## src/rtl/pwm_mode_sequencer.sv

```systemverilog
// Steps the PWM driver's 2-bit mode through up to four programmed duty-cycle
// steps, changing mode only on PWM period boundaries.
module pwm_mode_sequencer #(
  parameter int PERIOD_CYCLES = 1_000_000,
  parameter int DWELL_W       = 8
) (
  input  logic                 ext_clk_25m,
  input  logic                 ext_rst,
  input  logic                 start,
  input  logic                 stop,
  input  logic                 loop_en,
  input  logic [1:0]           step_last,
  input  logic [7:0]           step_modes,
  input  logic [4*DWELL_W-1:0] step_dwells,
  output logic [1:0]           mode,
  output logic                 busy,
  output logic [1:0]           step_idx,
  output logic                 period_tick,
  output logic                 done
);

  // state | meaning
  // IDLE  | driver held off, waiting for start
  // ARM   | start accepted, waiting for the first period boundary
  // RUN   | stepping through the latched step list
  typedef enum logic [1:0] {IDLE, ARM, RUN} state_t;

  localparam int                 PCNT_W    = (PERIOD_CYCLES > 2) ? $clog2(PERIOD_CYCLES) : 1;
  localparam logic [PCNT_W-1:0]  PCNT_LAST = PCNT_W'(PERIOD_CYCLES - 1);
  localparam logic [1:0]         MODE_OFF  = 2'b11;
  localparam logic [DWELL_W-1:0] DWELL_ONE = DWELL_W'(1);

  state_t               state, state_nxt;
  logic [PCNT_W-1:0]    pcnt;
  logic [DWELL_W-1:0]   dwell_cnt, dwell_nxt;
  logic [1:0]           mode_nxt, idx_nxt;
  logic                 stop_pend, stop_pend_nxt;
  logic                 done_nxt;
  logic                 load_cfg;

  logic [7:0]           sh_modes;
  logic [4*DWELL_W-1:0] sh_dwells;
  logic [1:0]           sh_last;
  logic                 sh_loop;

  logic [1:0]           sel_idx;
  logic [1:0]           sel_mode;
  logic [DWELL_W-1:0]   sel_dwell_raw;
  logic [DWELL_W-1:0]   sel_dwell;

  assign period_tick = (pcnt == PCNT_LAST);
  assign busy        = (state != IDLE);

  // Step to be loaded at the coming boundary: the next one, or step 0 on entry/loop.
  always_comb begin
    sel_idx = 2'd0;
    if (state == RUN && step_idx < sh_last) sel_idx = step_idx + 2'd1;
    sel_mode      = sh_modes[{sel_idx, 1'b0} +: 2];
    sel_dwell_raw = sh_dwells[int'(sel_idx) * DWELL_W +: DWELL_W];
    sel_dwell     = (sel_dwell_raw == '0) ? DWELL_ONE : sel_dwell_raw;
  end

  always_comb begin
    state_nxt     = state;
    mode_nxt      = mode;
    idx_nxt       = step_idx;
    dwell_nxt     = dwell_cnt;
    stop_pend_nxt = stop_pend;
    done_nxt      = 1'b0;
    load_cfg      = 1'b0;
    case (state)
      IDLE: begin
        if (start && !stop) begin
          state_nxt = ARM;
          load_cfg  = 1'b1;
        end
      end
      ARM: begin
        if (stop) begin
          state_nxt = IDLE;
        end else if (period_tick) begin
          state_nxt = RUN;
          mode_nxt  = sel_mode;
          idx_nxt   = sel_idx;
          dwell_nxt = sel_dwell;
        end
      end
      RUN: begin
        if (period_tick) begin
          if (stop || stop_pend) begin
            state_nxt     = IDLE;
            mode_nxt      = MODE_OFF;
            idx_nxt       = 2'd0;
            stop_pend_nxt = 1'b0;
          end else if (dwell_cnt > DWELL_ONE) begin
            dwell_nxt = dwell_cnt - DWELL_ONE;
          end else if (step_idx < sh_last || sh_loop) begin
            mode_nxt  = sel_mode;
            idx_nxt   = sel_idx;
            dwell_nxt = sel_dwell;
          end else begin
            state_nxt = IDLE;
            mode_nxt  = MODE_OFF;
            idx_nxt   = 2'd0;
            done_nxt  = 1'b1;
          end
        end else if (stop) begin
          stop_pend_nxt = 1'b1;
        end
      end
      default: begin
        state_nxt = IDLE;
        mode_nxt  = MODE_OFF;
        idx_nxt   = 2'd0;
      end
    endcase
  end

  always_ff @(posedge ext_clk_25m) begin
    if (ext_rst) begin
      pcnt      <= '0;
      state     <= IDLE;
      mode      <= MODE_OFF;
      step_idx  <= 2'd0;
      dwell_cnt <= '0;
      stop_pend <= 1'b0;
      done      <= 1'b0;
      sh_modes  <= '0;
      sh_dwells <= '0;
      sh_last   <= 2'd0;
      sh_loop   <= 1'b0;
    end else begin
      pcnt      <= period_tick ? '0 : pcnt + PCNT_W'(1);
      state     <= state_nxt;
      mode      <= mode_nxt;
      step_idx  <= idx_nxt;
      dwell_cnt <= dwell_nxt;
      stop_pend <= stop_pend_nxt;
      done      <= done_nxt;
      if (load_cfg) begin
        sh_modes  <= step_modes;
        sh_dwells <= step_dwells;
        sh_last   <= step_last;
        sh_loop   <= loop_en;
      end
    end
  end

endmodule

```

## config.mk

```make
export PLATFORM = sky130hd
export DESIGN_NAME = pwm_mode_sequencer
export DESIGN_NICKNAME = d
export VERILOG_FILES = /design/src/rtl/pwm_mode_sequencer.sv
export SDC_FILE = /design/constraint.sdc
export NUM_CORES = 1
export LEC_CHECK = 0
export ABC_CLOCK_PERIOD_IN_PS = 3500
export BUFFER_PORTS_ARGS = -buffer_cell sky130_fd_sc_hd__buf_4
export CORE_MARGIN = 1.5
export CORE_UTILIZATION = 56
export DETAILED_ROUTE_END_ITERATION = 7
export PLACE_DENSITY = 0.79
export RECOVER_POWER = 50
export SLEW_MARGIN = 25
export SYNTH_ARGS = -nofsm -noshare
export SYNTH_HDL_FRONTEND = slang
export SYNTH_SLANG_ARGS = --single-unit
```

## constraint.sdc

```tcl
create_clock -name ext_clk_25m -period 3.5 [get_ports ext_clk_25m]
set_input_delay 0.175 -clock ext_clk_25m [delete_from_list [all_inputs] [get_ports ext_clk_25m]]
set_output_delay 0.175 -clock ext_clk_25m [all_outputs]
set_load 0.01 [all_outputs]
```

==> summary.txt <==
Outcome
  • Status: finished with violations
  • Failing checks: max-capacitance violations, max-slew violations

Clock network
  • Clk sinks: 79
  • H-tree levels: 3
  • Max Buffers Root-to-Sink: 2
  • Post-CTS Setup Bufs: 0
  • Clock Pin Slew Worst Setup and Hold Paths: 80 ps
  • Hold_buf cts: 0
  • Post_cts resized: 0
  • CTS tree: done
  • Clock root cell: clkbuf_8
  • Clock latency at the later pin of the worst-skew pair: between 300 and 400 ps
  • CTS buffer count: 9

Drt
  • Remaining DRCs: 0
  • Detailed Route WL: 7.52 mm
  • Wire per inst: ~13 microns
  • Drt initial violations: 250
  • Via count: 3119
  • Drt pass-1 iters: 4
  • Vias per Instance: 5.55
  • Final antenna-violating net count: 0

Global routing
  • Total gr overflow: 0
  • Vias in the first global route: 3063
  • Initial antenna violation count: 0
  • Pin count of the biggest net entering global routing: 60
  • Total GRT Usage: 23.3%
  • First-pass GRT wire length: 13.3 mm

Flow run
  • MaxCap Viol Count: 1

STA
  • Worst slew pin tran: 1800 ps
  • F_max: 359 MHz
  • Final Hold Fails: 0
  • Hold_ws: 59.7 ps
  • Worst Skew: 11.9 ps
  • Fin Setup TNS: 0 ps
  • Relative slew slack: -20.0%
  • Final slew viol count: 44
  • Post-layout min period: 2790 ps
  • Setup violators final: 0
  • RSZ-0062 raised after global routing: no
  • Slack of the critical path: 711 ps
  • Fin crit share: 79.7%

Synthesis
  • Main area contributors after synthesis: dfxtp_1, nand2_1, a21oi_1
  • Top cell type's share of synthesized area: 43.7%
  • Post-synth top area cell: dfxtp_1
  • Yosys Warn Count: 0
  • Post-Syn Instances: 437
  • Asr flop ratio synth: 0%
  • Mapped Avg Cell Area: 8.28 sq um
  • Syn_nets: between 400 and 500
  • Synthesized area: 3620 sq um
  • Post-synth EDFFs: 0
  • Cell variety after synth: 40
  • #FFs+latches synth: 79
  • Sequential area share after synthesis: 43.7%
  • Dominant synthesized flop cell: dfxtp_1

Power and ir drop
  • Maximum VDD drop: 0.347 mV
  • Pwr dens: between 500 and 600 nW/um^2
  • P_leak: 1.63 nW
  • PnR Total Power: 2.22 mW

Floorplan
  • DIE AREA: 6950 sq um
  • Initial core utilization: approximately 57%
  • Core box area: 6310 sq um
  • Vert. Die Dim: 83.4 microns
  • Num ports: 54
  • Row count: 29
  • Die X: 83.4 microns

Worst hold path
  • Worst min-delay path class: primary input to flip-flop
  • Hold Path End: sh_last[1]$_SDFFE_PP0P_
  • Hold wc startpoint: step_last[1]
  • Hold Path Stages: 3

Critical path
  • Setup crit start kind: flip-flop
  • Worst-case reg-to-reg path depth: 8
  • WP data arrival: roughly 3000 ps
  • Worst-path cell chain: inv_1, ha_1, nand2b_1, nor2_4, mux4_2, nor4_1, a211oi_1, o41ai_2
  • CP Class: flip-flop to flip-flop
  • RR Startpoint: state[0]$_SDFFE_PP0P_
  • CP Max Fanout: 12
  • Reg2Reg Setup Slack: 710 ps
  • Worst EP required: 3760 ps
  • Max stage delay on crit path: 600 ps
  • Critical path's slowest cell: mux4_2
  • Setup crit end kind: flip-flop
  • FF-to-FF End: dwell_cnt[0]$_SDFFE_PP0P_
  • Worst setup path start: state[0]$_SDFFE_PP0P_

Final layout
  • Layout cells sized above 1: between 15 and 20%
  • Inserted Diodes: 0
  • Layout net count: 535
  • Finished Layout Cells: 562
  • Layout area overhead: 17.3%

Placement
  • GPL Wtd Cong: 0.892
  • Inst Count DP: roughly 550
  • IO Port Bufs: 53
  • Hpwl dp: 5.33 mm
  • Worst slack, placed: 708 ps
==> cell families after synthesis <==
group,synth area share (%)
buf+inv,3.94
simple gates,24.9
flops,43.7
fa+ha+maj,2.42
mux,7.05
compound gates,13.9
xor+xnor,4.11
==> cells in the final DEF (no fill, tap or decap), types with 5 or more instances in the layout <==
cell type,count
nor3_1,11
buf_4,48
xnor2_1,6
clkbuf_1,7
clkbuf_8,9
and2_1,5
xor2_1,11
nor2_1,36
nand2_1,104
o21ai_0,9
and3_1,7
a21oi_1,62
inv_1,12
nand3_1,8
dfxtp_1,79
ha_1,7
mux4_2,10
==> state kept, by name (all words and copies together), names as in the netlist, 2 cells and up <==
name	cells
sh_last	2
mode	2
state	2
sh_dwells	32
step_idx	2
sh_modes	8
dwell_cnt	8
pcnt	20
==> cells in the mapped netlist (2+ instances only) <==
| master | number |
|---|---|
| xnor2_1 | 6 |
| ha_1 | 7 |
| o21ai_0 | 9 |
| or3_1 | 4 |
| xor2_1 | 11 |
| a22oi_1 | 2 |
| inv_1 | 12 |
| a21oi_1 | 62 |
| nor4_1 | 2 |
| nor2_1 | 36 |
| nor3_1 | 12 |
| nand2_1 | 104 |
| o41ai_2 | 2 |
| clkbuf_1 | 20 |
| and2_1 | 5 |
| and3_1 | 7 |
| mux2i_1 | 3 |
| a211oi_1 | 4 |
| or2_2 | 3 |
| nand2b_1 | 3 |
| or2_0 | 4 |
| nand3_1 | 8 |
| nand4_1 | 3 |
| mux4_2 | 10 |
| o211ai_1 | 4 |
| buf_6 | 2 |
| dfxtp_1 | 79 |
==> power breakdown <==
group | internal, mW | switching (mW) | leakage [nW]
registers | 0.960 | 0.0384 | 0.642
logic | 0.171 | 0.252 | 0.877
clock network | 0.468 | 0.331 | 0.111
==> layer usage <==
layer  wire, microns  part of all wire (%)  global-route usage, %
met1            3460                    46                   30.0
met2            3640                    48                   38.4
met3             319                   4.2                   4.77
met4             104                   1.4                   9.70
met5               0                     0                      0
==> worst max-delay path, delay by kind of cell (launching register included) <==
family / cells / cell delay [ps]
buffers and inverters: 1 / 90
muxes: 1 / 600
adders and majority gates: 1 / 400
and+or+nand+nor: 3 / 880
DFF: 1 / 330
AOI/OAI and AO/OA: 2 / 390
==> cell type report <==
cell class                 count  area, sq um
clock inverter                 6          110
fill                         520         2070
sequential                    79         1580
clock buffer                   9          124
multi-input combinational    324         1900
timing repair buffer          55          387
inverter                      12         45.0
tap                           77         96.3
==> through the flow <==
| step | cell area, sq um | utilization (%) |
|---|---|---|
| final | 4240 | 67.2 |
| after global placement | 4040 | 63.9 |
| after detailed placement | 4040 | 63.9 |
| after global routing | 4240 | 67.2 |
| after floorplan | 3620 | - |
| after CTS | 4270 | 67.6 |
==> worst max-delay path by stage <==
| stage | endpoint | slack [ps] |
|---|---|---|
| 5_1_grt | dwell_cnt[0]$_SDFFE_PP0P_ | 370 |
| 2_1_floorplan | dwell_cnt[0]$_SDFFE_PP0P_ | 890 |
| 6_report | dwell_cnt[0]$_SDFFE_PP0P_ | 710 |
| 3_5_place_dp | dwell_cnt[0]$_SDFFE_PP0P_ | 710 |
| 4_1_cts | dwell_cnt[0]$_SDFFE_PP0P_ | 700 |
| 3_3_place_gp | dwell_cnt[0]$_SDFFE_PP0P_ | 810 |
(Power assumes the default switching activity.)
